===== config.mk =====
export PLATFORM = sky130hd
export DESIGN_NAME = fetch_sequencer
export DESIGN_NICKNAME = d
export VERILOG_FILES = /design/src/rtl/fetch_sequencer.sv
export SDC_FILE = /design/constraint.sdc
export NUM_CORES = 1
export LEC_CHECK = 0
export ABC_AREA = 1
export CAP_MARGIN = 5
export CORE_AREA = 2 2 145 218
export DETAILED_ROUTE_END_ITERATION = 16
export DIE_AREA = 0 0 147 220
export PLACE_DENSITY = 0.56
export SLEW_MARGIN = 20
export SYNTH_ARGS = -nofsm -noshare
export SYNTH_HDL_FRONTEND = slang
export SYNTH_SLANG_ARGS = --single-unit

===== constraint.sdc =====
create_clock -name clk -period 2.8 [get_ports clk]
set_input_delay 0.56 -clock clk [delete_from_list [all_inputs] [get_ports clk]]
set_output_delay 0.56 -clock clk [all_outputs]
set_load 0.03 [all_outputs]

===== src/rtl/fetch_sequencer.sv =====
`default_nettype none
// ============================================================================
// Module   : fetch_sequencer
// Brief    : Instruction prefetch queue sequencer and single 8-bit bus arbiter.
// Revision : 1.0
// ============================================================================
module fetch_sequencer #(
    parameter int          DEPTH    = 16,
    parameter logic [15:0] RESET_PC = 16'h0000
) (
    input  logic                    clk,
    input  logic                    rst,
    output logic                    mem_req,
    output logic [15:0]             mem_addr,
    output logic                    mem_we,
    output logic [7:0]              mem_wdata,
    input  logic                    mem_ack,
    input  logic [7:0]              mem_rdata,
    input  logic                    data_req,
    input  logic [15:0]             data_addr,
    input  logic                    data_we,
    input  logic [7:0]              data_wdata,
    output logic                    data_ack,
    output logic [7:0]              data_rdata,
    output logic [7:0]              q_byte0,
    output logic [7:0]              q_byte1,
    output logic [7:0]              q_byte2,
    output logic [$clog2(DEPTH):0]  q_count,
    output logic [15:0]             q_pc,
    input  logic [1:0]              consume,
    input  logic                    redirect,
    input  logic [15:0]             redirect_pc
);

    localparam int              c_AW   = $clog2(DEPTH);
    localparam logic [c_AW:0]   c_FULL = (c_AW + 1)'(DEPTH);

    localparam logic [1:0] c_IDLE  = 2'd0;
    localparam logic [1:0] c_FETCH = 2'd1;
    localparam logic [1:0] c_DATA  = 2'd2;
    localparam logic [1:0] c_DROP  = 2'd3;

    logic [1:0]       r_state;
    logic [1:0]       w_state_next;
    logic             r_mem_req;
    logic [15:0]      r_mem_addr;
    logic             r_mem_we;
    logic [7:0]       r_mem_wdata;
    logic [7:0]       r_queue [DEPTH];
    logic [c_AW-1:0]  r_head;
    logic [c_AW-1:0]  r_tail;
    logic [c_AW:0]    r_count;
    logic [15:0]      r_q_pc;
    logic [15:0]      r_fetch_pc;

    logic             w_full;
    logic             w_issue_data;
    logic             w_issue_fetch;
    logic             w_push;
    logic             w_bus_done;
    logic [1:0]       w_take;
    logic [c_AW-1:0]  w_idx1;
    logic [c_AW-1:0]  w_idx2;

    assign w_full = (r_count == c_FULL);

    // State register
    always_ff @(posedge clk) begin
        if (rst) begin
            r_state <= c_IDLE;
        end else begin
            r_state <= w_state_next;
        end
    end

    // Next-state logic: data has fixed priority, an in-flight fetch is never preempted
    always_comb begin
        w_state_next = r_state;
        case (r_state)
            c_IDLE: begin
                if (data_req) begin
                    w_state_next = c_DATA;
                end else if (!w_full && !redirect) begin
                    w_state_next = c_FETCH;
                end
            end
            c_FETCH: begin
                if (mem_ack) begin
                    w_state_next = c_IDLE;
                end else if (redirect) begin
                    w_state_next = c_DROP;
                end
            end
            c_DATA, c_DROP: begin
                if (mem_ack) begin
                    w_state_next = c_IDLE;
                end
            end
            default: w_state_next = c_IDLE;
        endcase
    end

    // Output / control decode
    always_comb begin
        w_issue_data  = (r_state == c_IDLE) && data_req;
        w_issue_fetch = (r_state == c_IDLE) && !data_req && !w_full && !redirect;
        w_push        = (r_state == c_FETCH) && mem_ack && !redirect;
        w_bus_done    = (r_state != c_IDLE) && mem_ack;
        data_ack      = (r_state == c_DATA) && mem_ack;
        data_rdata    = data_ack ? mem_rdata : 8'h00;
    end

    always_ff @(posedge clk) begin
        if (rst) begin
            r_mem_req   <= 1'b0;
            r_mem_addr  <= 16'h0000;
            r_mem_we    <= 1'b0;
            r_mem_wdata <= 8'h00;
        end else if (w_issue_data) begin
            r_mem_req   <= 1'b1;
            r_mem_addr  <= data_addr;
            r_mem_we    <= data_we;
            r_mem_wdata <= data_wdata;
        end else if (w_issue_fetch) begin
            r_mem_req   <= 1'b1;
            r_mem_addr  <= r_fetch_pc;
            r_mem_we    <= 1'b0;
            r_mem_wdata <= 8'h00;
        end else if (w_bus_done) begin
            r_mem_req   <= 1'b0;
        end
    end

    // Consuming more than is held simply empties the queue
    assign w_take = ((c_AW + 1)'(consume) > r_count) ? r_count[1:0] : consume;

    always_ff @(posedge clk) begin
        if (rst) begin
            r_head     <= '0;
            r_tail     <= '0;
            r_count    <= '0;
            r_q_pc     <= RESET_PC;
            r_fetch_pc <= RESET_PC;
        end else if (redirect) begin
            r_head     <= '0;
            r_tail     <= '0;
            r_count    <= '0;
            r_q_pc     <= redirect_pc;
            r_fetch_pc <= redirect_pc;
        end else begin
            r_head  <= r_head + c_AW'(w_take);
            r_q_pc  <= r_q_pc + 16'(w_take);
            r_count <= r_count + (c_AW + 1)'(w_push) - (c_AW + 1)'(w_take);
            if (w_push) begin
                r_tail     <= r_tail + c_AW'(1);
                r_fetch_pc <= r_fetch_pc + 16'd1;
            end
        end
    end

    always_ff @(posedge clk) begin
        if (!rst && w_push) begin
            r_queue[r_tail] <= mem_rdata;
        end
    end

    assign w_idx1 = r_head + c_AW'(1);
    assign w_idx2 = r_head + c_AW'(2);

    assign q_byte0   = (r_count > (c_AW + 1)'(0)) ? r_queue[r_head] : 8'h00;
    assign q_byte1   = (r_count > (c_AW + 1)'(1)) ? r_queue[w_idx1] : 8'h00;
    assign q_byte2   = (r_count > (c_AW + 1)'(2)) ? r_queue[w_idx2] : 8'h00;
    assign q_count   = r_count;
    assign q_pc      = r_q_pc;
    assign mem_req   = r_mem_req;
    assign mem_addr  = r_mem_addr;
    assign mem_we    = r_mem_we;
    assign mem_wdata = r_mem_wdata;

endmodule
`default_nettype wire

==> flow_summary.json <==
{
  "status": "finished, violations left",
  "detail_route.wl_per_cell_um": 19.7,
  "regArea_um2": 5320,
  "grt-ovfl-total": 0,
  "clock_sinks": 201,
  "synth_async_sr_flop_share": 0,
  "yosysWarnings": 0,
  "cts_tree": "yes",
  "setup_tns_ns": -0.0188,
  "cts.reportedPaths.clkPinSlew_ns": 0.06,
  "syn_inst": 1520,
  "crit_arrival_ns": 2.26,
  "cts_root_buf": "clkbuf_16",
  "routed_wl_um": 41600,
  "start_util": 0.375,
  "multiInputGateArea_um2": 5600,
  "relSlewSlack": 0.555,
  "finalMaxSlewViolations": 0,
  "grt_max_degree": 51,
  "die_x_um": 147,
  "critPathKind": "reg2out",
  "syn_area_per_cell_um2": 7.56,
  "synth.most_common_cell": "nand2_1",
  "ys.flop_type": "edfxtp_1",
  "worst_hold_slack_ns": 0.467,
  "die_h_um": 220,
  "area_growth_pct": 32.0,
  "drive_gt1_frac": 0.151,
  "drtAntennaViolNets": 0,
  "critical_path_required_ns": 2.24,
  "fp.dieArea_um2": 32300,
  "ir_worst_vdd_uv": 398,
  "cp-start-kind": "register",
  "layout.nets": 1776,
  "worst_r2r_path_depth": 15,
  "ys_seq_elements": 201,
  "grt_pass1_wl_um": 61900,
  "grt.busiest_layer": "met2",
  "min_path_type": "reg2reg",
  "cts_buffer_depth": 3,
  "final.fill_count": 3004,
  "io-pin-count": 136,
  "fp-row-count": 79,
  "worstMarginPinSlew_ns": 0.667,
  "met3_usage": 0.0344,
  "antenna_cells": 0,
  "rsz0062_at_grt": "yes",
  "synth_area_leader_cell": "edfxtp_1",
  "numCtsBuffers": 22,
  "clk-insertion-delay-late_ns": 0.53,
  "core_area_um2": 30600,
  "synth_cell_types": 39,
  "final-setup-viol-count": 1,
  "place.gp.congestion": 0.917,
  "yosysSeqAreaShare": 0.462,
  "synth.top_cell.area_share": 0.335,
  "grt_util_met2": 0.459,
  "vias_per_cell": 5.33,
  "maxCapViolations": 0,
  "grt_pass1_vias": 11000,
  "grtUsageMet1": 0.270,
  "hpwlAfterDp_um": 27500,
  "drc": 0,
  "vias": 11300,
  "dr.pass1.iters": 5,
  "final_hold_viol_count": 0,
  "crit_path_end_kind": "output pin",
  "io_buffers": 135,
  "failed_checks": "negative setup slack",
  "htree_levels": 1,
  "max_freq_ghz": 0.355,
  "ys_top_cells_by_count": "449 x nand2_1, 196 x nand3_1, 188 x nor2_1",
  "antenna_found_initial": 1,
  "min_period_ns": 2.82,
  "min_path_cells": 2,
  "worst_slack_ns": -0.0188,
  "path_max_fanout": 31,
  "syn-num-nets": 1600,
  "p_leak_nw": 6.19,
  "synthTopCellsByArea": "edfxtp_1 33%, nand2_1 15%, dfxtp_1 13%",
  "synth_edf_count": 128,
  "cellPowerDensity_nw_per_um2": 871,
  "clock_skew_ns": 0.0189,
  "p_total_mw": 13.2,
  "first_iter_violations": 858,
  "syn_area_um2": 11500,
  "track_usage": 0.253,
  "fin_crit_sh": 1.01
}
==> cell usage in the layout (no fill, tap or decap), drive strengths merged, types with 3 or more instances in the layout <==
cell,count
nor2,192
o22ai,5
a31oi,4
xnor2,3
fa,3
buf,118
dfxtp,73
o21a,3
nand2,457
bufinv,3
bufbuf,7
clkbuf,28
nand3,196
ha,21
o211ai,47
inv,124
nand4,6
xor2,5
nor3,9
clkinv,8
o21ai,100
clkdlybuf4s50,100
a21oi,59
edfxtp,128
==> final timing paths <==
path | from | end | slack, ns
worst max register to register | q_count[1]$_SDFF_PP0_ | q_count[4]$_SDFF_PP0_ | 0.10
worst min-delay path | mem_wdata[4]$_SDFFE_PP0P_ | mem_wdata[4]$_SDFFE_PP0P_ | 0.47
worst max-delay path | r_head[0]$_SDFF_PP0_ | q_byte1[6] | -0.02
worst min register to register | mem_wdata[4]$_SDFFE_PP0P_ | mem_wdata[4]$_SDFFE_PP0P_ | 0.47
==> cell type report <==
type | count | share of cell area
sequential | 201 | 0.351
tap | 405 | 0.0334
clock inverter | 13 | 0.00949
inverter | 124 | 0.0321
multi-input combinational | 1119 | 0.369
clock buffer | 27 | 0.0417
timing repair buffer | 228 | 0.163
==> cell families after synthesis <==
group | count (synthesis) | synth area share
and+or+nand+nor | 864 | 0.312
AOI/OAI and AO/OA | 223 | 0.111
DFF | 201 | 0.462
buffers and inverters | 200 | 0.0804
adders and majority gates | 24 | 0.0281
xor gates and xnor gates | 8 | 0.00675
==> metrics by stage <==
step                       util  std cells  worst slack, ns  cell area, µm²
after floorplan               -       1520           0.0415           11500
after global placement    0.441       2055           -0.531           13500
after detailed placement  0.441       2055           -0.551           13500
after CTS                 0.486       2111          -0.0522           14900
after global routing      0.495       2117          -0.0571           15200
final                     0.495       2117          -0.0188           15200
==> worst max-delay path, stage by stage (launching register included) <==
cell	delay, ns
dfxtp_4	0.39
ha_4	0.30
inv_1	0.06
buf_12	0.18
nor2_1	0.11
o21ai_0	0.10
nand3_1	0.12
nand3_2	0.12
a21oi_4	0.21
buf_12	0.14
==> registers in the layout, summed over array words and instances, names as in the netlist <==
name / cells
mem_we: 1
r_tail: 4
mem_req: 1
r_state: 2
mem_wdata: 8
r_head: 4
r_fetch_pc: 16
mem_addr: 16
q_pc: 16
r_queue: 128
q_count: 5
==> where the power goes <==
group          switching [mW]  internal (mW)
sequential              0.137           3.30
clock                    1.27           1.88
combinational            4.01           2.61
==> routing by layer <==
metal,share of wire,vias to the layer above
met4,0.071,2
met2,0.51,492
li1,-,5406
met5,0.00036,-
met1,0.35,5254
met3,0.068,130
==> what timing repair did <==
item                                   4_1_cts  5_1_grt
pin swaps                                    5       17
setup endpoints to repair                   28       37
cloned                                       9        1
buffers inserted                             7        5
endpoints found under the hold margin        0        0
gates resized for setup                     68       57
hold buffers                                 0        0
(Power assumes the default switching activity.)
